File: config.mk
export PLATFORM = sky130hd
export DESIGN_NAME = cmd_q
export DESIGN_NICKNAME = d
export VERILOG_FILES = /design/src/rtl/cmd_q.sv
export SDC_FILE = /design/constraint.sdc
export NUM_CORES = 1
export LEC_CHECK = 0
export ABC_AREA = 0
export CELL_PAD_IN_SITES_DETAIL_PLACEMENT = 0
export CELL_PAD_IN_SITES_GLOBAL_PLACEMENT = 1
export CORE_ASPECT_RATIO = 1.1
export CORE_MARGIN = 2
export CORE_UTILIZATION = 50
export CTS_CLUSTER_DIAMETER = 60
export DETAILED_ROUTE_END_ITERATION = 16
export PLACE_DENSITY = 0.87
export SYNTH_ARGS = -nofsm -noshare
export SYNTH_HDL_FRONTEND = slang
export SYNTH_SLANG_ARGS = --single-unit
File: constraint.sdc
create_clock -name clk -period 16 [get_ports clk]
set_clock_uncertainty 0.1 [all_clocks]
set_input_delay 4 -clock clk [delete_from_list [all_inputs] [get_ports clk]]
set_output_delay 4 -clock clk [all_outputs]
set_load 0.02 [all_outputs]
File: src/rtl/cmd_q.sv
// Command queue between the controller issue path and the PHY command bus.
// Buffers {rw, adrs} commands and spaces pops by t_ccd, or by t_turn on direction change.
module cmd_q #(
   parameter int depth   = 8,
   parameter int aw      = 3,
   parameter int busy_th = 6,
   parameter int t_ccd   = 4,
   parameter int t_turn  = 8
) (
   input  logic          clk,
   input  logic          rst,
   input  logic          valid,
   input  logic          rw,
   input  logic [31:0]   adrs_in,
   output logic          busy,
   output logic          cmd_valid,
   output logic          cmd_rw,
   output logic [31:0]   cmd_adrs,
   input  logic          cmd_ready,
   output logic [aw:0]   count,
   output logic          ovf
);

   localparam int              cw       = $clog2(t_turn) + 1;
   localparam logic [aw:0]     full_cnt = (aw+1)'(depth);
   localparam logic [aw:0]     busy_cnt = (aw+1)'(busy_th);
   localparam logic [cw-1:0]   gap_ld   = cw'(t_ccd - 1);
   localparam logic [cw-1:0]   turn_ld  = cw'(t_turn - 1);

   logic [32:0]   r_mem [depth];
   logic [aw-1:0] r_wptr;
   logic [aw-1:0] r_rptr;
   logic [aw:0]   r_count;
   logic [cw-1:0] r_gap;
   logic [cw-1:0] r_turn;
   logic          r_last_rw;
   logic          r_last_vld;
   logic          r_ovf;

   logic          w_full;
   logic          w_push;
   logic          w_pop;
   logic          w_dir_ok;
   logic [32:0]   w_head;

   // Fullness is judged on the registered count, so a same-cycle pop never frees a slot.
   assign w_full    = (r_count == full_cnt);
   assign w_push    = valid && !w_full;
   assign w_pop     = cmd_valid && cmd_ready;
   assign w_head    = r_mem[r_rptr];
   assign w_dir_ok  = !r_last_vld || (w_head[32] == r_last_rw) || (r_turn == '0);

   assign cmd_valid = (r_count != '0) && (r_gap == '0) && w_dir_ok;
   assign cmd_rw    = w_head[32];
   assign cmd_adrs  = w_head[31:0];
   assign busy      = (r_count >= busy_cnt);
   assign count     = r_count;
   assign ovf       = r_ovf;

   // NOTE: storage has no reset; the count and pointers alone define which entries are live.
   always_ff @(posedge clk) begin
      if (w_push) r_mem[r_wptr] <= {rw, adrs_in};
   end

   // NOTE: all state uses non-blocking assignments so every register sees pre-edge values.
   always_ff @(posedge clk) begin
      if (rst) begin
         r_wptr     <= '0;
         r_rptr     <= '0;
         r_count    <= '0;
         r_gap      <= '0;
         r_turn     <= '0;
         r_last_rw  <= 1'b0;
         r_last_vld <= 1'b0;
         r_ovf      <= 1'b0;
      end else begin
         if (w_push) r_wptr <= r_wptr + aw'(1);
         if (w_pop)  r_rptr <= r_rptr + aw'(1);
         if (valid && w_full) r_ovf <= 1'b1;

         case ({w_push, w_pop})
            2'b10:   r_count <= r_count + (aw+1)'(1);
            2'b01:   r_count <= r_count - (aw+1)'(1);
            default: r_count <= r_count;
         endcase

         if (w_pop) begin
            r_gap      <= gap_ld;
            r_turn     <= turn_ld;
            r_last_rw  <= w_head[32];
            r_last_vld <= 1'b1;
         end else begin
            if (r_gap != '0)  r_gap  <= r_gap - cw'(1);
            if (r_turn != '0) r_turn <= r_turn - cw'(1);
         end
      end
   end

endmodule

==> summary.log <==
[sta] max-slew headroom at the worst pin 23.90%
[global_routing] wire length of the first global-routing pass 31840 µm
[die] number of rows created at floorplan 57
[synth] net count after synthesis 577
[route] DRC violations left 0
[die] standard cell core area 0.02197 mm²
[global_routing] maximum number of pins on one net before global-route repair 69
[sta] Worst-Margin Slew 1142 ps
[sta] number of endpoints with negative hold slack in the final report 0
[clocking] htree depth 1
[clocking] clock input transition at the sequential cells of the worst setup and hold paths 60 ps
[cells_and_area] layout overhead on the synthesized area 18.79%
[critical_path] largest delay contributor family on the critical path buffers and inverters
[sta] final period demand of the worst path 7649 ps
[route] DR vias 5264
[synth] most frequently used flop master after synthesis edfxtp_1
[clocking] clock sink count 288
[critical_path] Arr. time, crit path 3550 ps
[sta] TNS Setup 0 ps
[run] number of max-cap violations 0
[synth] mean instance size in the synthesized netlist 20.98 µm²
[global_routing] number of antenna violations at the first check in global routing 0
[clocking] number of CTS-inserted buffers 29
[synth] EDFF count, synth 264
[clocking] clock tree from TritonCTS done
[pwr] IR drop worst, VDD 0.00008906 V
[critical_path] data required time of the worst path 11900 ps
[clocking] maximum count of clock buffers along a single path 3
[global_routing] GRT overflow 0
[critical_path] CP Launch Type register
[sta] Final Slew Violations 0
[synth] Post-Syn Area 0.01114 mm²
[clocking] postcts setup bufs 0
[route] routed via count divided by cell count 5.570
[cells_and_area] n_diodes 0
[critical_path] critical path's largest stage delay 900 ps
[critical_path] worst-path maximum fanout 58
[die] starting density of the core 50.72%
[synth] dominant cells by area after synthesis edfxtp_1, mux4_2, dfxtp_1, mux2_2, ha_1
[die] IO Pins 77
[global_routing] vias in the first global route 5694
[critical_path] series of cell instances along the critical path buf_4, mux2_4, a2bb2oi_1, a21oi_1, nor3b_1, clkdlybuf4s50_1
[clocking] clock root buffer clkbuf_16
[route] antenna violation net count after detailed routing 0
[route] wirelength, routed 20370 µm
[synth] Post-Syn Instances 531
[placement] cell area after placement 0.01232 mm²
[placement] total instance count after detailed placement 893
[route] wire per inst 21.55 µm
[cells_and_area] share of post-route cells with drive strength above 1 26.15%
[cells_and_area] final cell count without fillers 945
[critical_path] CP endpoint kind primary output
[pwr] power per cell area 145.6 mW/mm²
[sta] post-route worst hold slack 376.1 ps
[pwr] Power Total 1.927 mW
[sta] RSZ-0062 raised after global routing no
[synth] portion of synthesized cell area occupied by the leading cell type 71.16%
[clocking] post-cts repair resize count 0
[min_path] path class of the lowest-slack min-delay path reg2reg
[critical_path] Slowest cell on crit path buf_4
[synth] #FFs+latches synth 288
[synth] Async S/R FF share, synth 0%
[die] area enclosed by the die boundary 0.02349 mm²
[route] drt pass-1 iters 5
[clocking] Worst-Skew Late Latency 530 ps
[synth] distinct cell type count of the synthesized netlist 39
[die] y dimension of the die 160.6 µm
[synth] register area share after synthesis 75.47%
[placement] detailed placement HPWL 11520 µm
[critical_path] CP Class reg2out
[synth] Synth warnings 0
[cells_and_area] Filler cells 1603
[die] floorplan die width 146.3 µm
[cells_and_area] final design instance area without fill 0.01323 mm²
[placement] number of buffer cells added on primary ports 76
[run_status] outcome completed
[route] number of DRC violations after detailed-routing iteration 0 454
[cells_and_area] net count reported at finish 675
[global_routing] GRT Overall Usage 17.86%
[sta] Max Clk Rate 0.1307 GHz
[synth] cell type with the highest aggregate area in the netlist edfxtp_1
[placement] final estimated routing congestion in global placement 0.6919
[pwr] Leakage Power 4.192 nW
[sta] total of endpoints with negative setup slack in the final report 0
[sta] crit share post-route 47.80%
[clocking] CTS hold repair buffers 0
[critical_path] count of buffer and inverter cells on the critical path 2
[layout make-up]
class                           instances  area [µm²]  share of cell area, %
Multi-Input combinational cell        210        2626                  19.85
Sequential cell                       288        8417                  63.60
Inverter                                9       38.79                 0.2931
Clock inverter                         17       161.4                  1.220
Timing Repair Buffer                   91       873.3                  6.599
Tap cell                              295       369.1                  2.789
Clock buffer                           35       748.2                  5.654
[worst register-to-register path, cell delays in order, from the launching register on]
cell and delay [ps]:
dfxtp_4 480, buf_4 900, mux2_4 350, a2bb2oi_1 270, a21oi_1 150, or3_1 540
clkinv_4 150, ha_1 270, nor4bb_1 310, a21oi_1 60, o22a_1 210, or3_1 300
a21oi_1 150
[final timing paths]
| path | start | to | slack, ps | cells past startpoint |
|---|---|---|---|---|
| hold / removal | r_last_vld | r_last_vld | 380 | 2 |
| setup / recovery | register | cmd_valid | 8350 | 6 |
| setup reg to reg | register | count[3] | 11700 | 12 |
| hold reg to reg | r_last_vld | r_last_vld | 380 | 2 |
[kinds of logic after synthesis]
family / share of synthesized area (%)
AND/OR/NAND/NOR: 2.931
flip-flops: 75.47
adder cells (fa/ha/maj): 1.011
XOR/XNOR: 0.6290
AO/OA/AOI/OAI: 1.337
multiplexers: 17.23
buffers and inverters: 1.393
[report_power, final]
| part | total (mW) | switching, mW | internal, mW |
|---|---|---|---|
| logic | 0.385 | 0.184 | 0.201 |
| clock network | 0.645 | 0.265 | 0.380 |
| registers | 0.897 | 0.0309 | 0.866 |
[metrics by stage]
step,utilization [%],setup WS (ps)
final,60.25,8351
after global routing,60.25,8039
after CTS,60.25,8233
after detailed placement,56.11,8822
after global placement,56.11,8923
after floorplan,-,7591
[cell usage after synthesis, drive strengths merged (3+ instances only)]
library cell    n
nand2          12
xor2            5
nor2           12
buf            13
inv             8
mux2i           5
mux2           37
dfxtp          24
or3             5
xnor2           3
nand2b          5
clkbuf         11
nor3           10
o21ai           7
ha              9
edfxtp        264
a21oi          15
mux4           64
nor2b           4
[flip-flops by register name, indices dropped and copies added, names as in the netlist, named ones only]
| name | cells |
|---|---|
| r_rptr | 3 |
| r_wptr | 3 |
| r_gap | 4 |
| count | 4 |
| r_last_rw | 1 |
| r_mem | 264 |
| ovf | 1 |
| r_last_vld | 1 |
| r_turn | 4 |
[layout by cell type (no fill, tap or decap), drive strengths merged, types with 2 or more instances in the layout]
| cell type | synthesis | final |
|---|---|---|
| edfxtp | 264 | 264 |
| clkdlybuf4s50 | 0 | 76 |
| mux4 | 64 | 64 |
| mux2 | 37 | 37 |
| clkbuf | 11 | 35 |
| dfxtp | 24 | 24 |
| a21oi | 15 | 15 |
| buf | 13 | 15 |
| clkinv | 1 | 14 |
| nand2 | 12 | 12 |
| nor2 | 12 | 12 |
| nor3 | 10 | 10 |
| ha | 9 | 9 |
| inv | 8 | 9 |
| o21ai | 7 | 7 |
| mux2i | 5 | 5 |
| or3 | 5 | 5 |
| xor2 | 5 | 5 |
| nand2b | 5 | 5 |
| nor2b | 4 | 4 |
| xnor2 | 3 | 3 |
| bufinv | 0 | 3 |
| nor3b | 2 | 2 |
| or3b | 2 | 2 |
[layer usage]
metal  wire [µm]  up-vias  GRT usage, %
met2       10570      141         31.43
met5           0        -             0
met3        1084       40         3.040
li1            -     2364             -
met1        8192     2719         23.11
met4         521        0         5.252
Note: power is estimated with default switching activity, not from simulation.
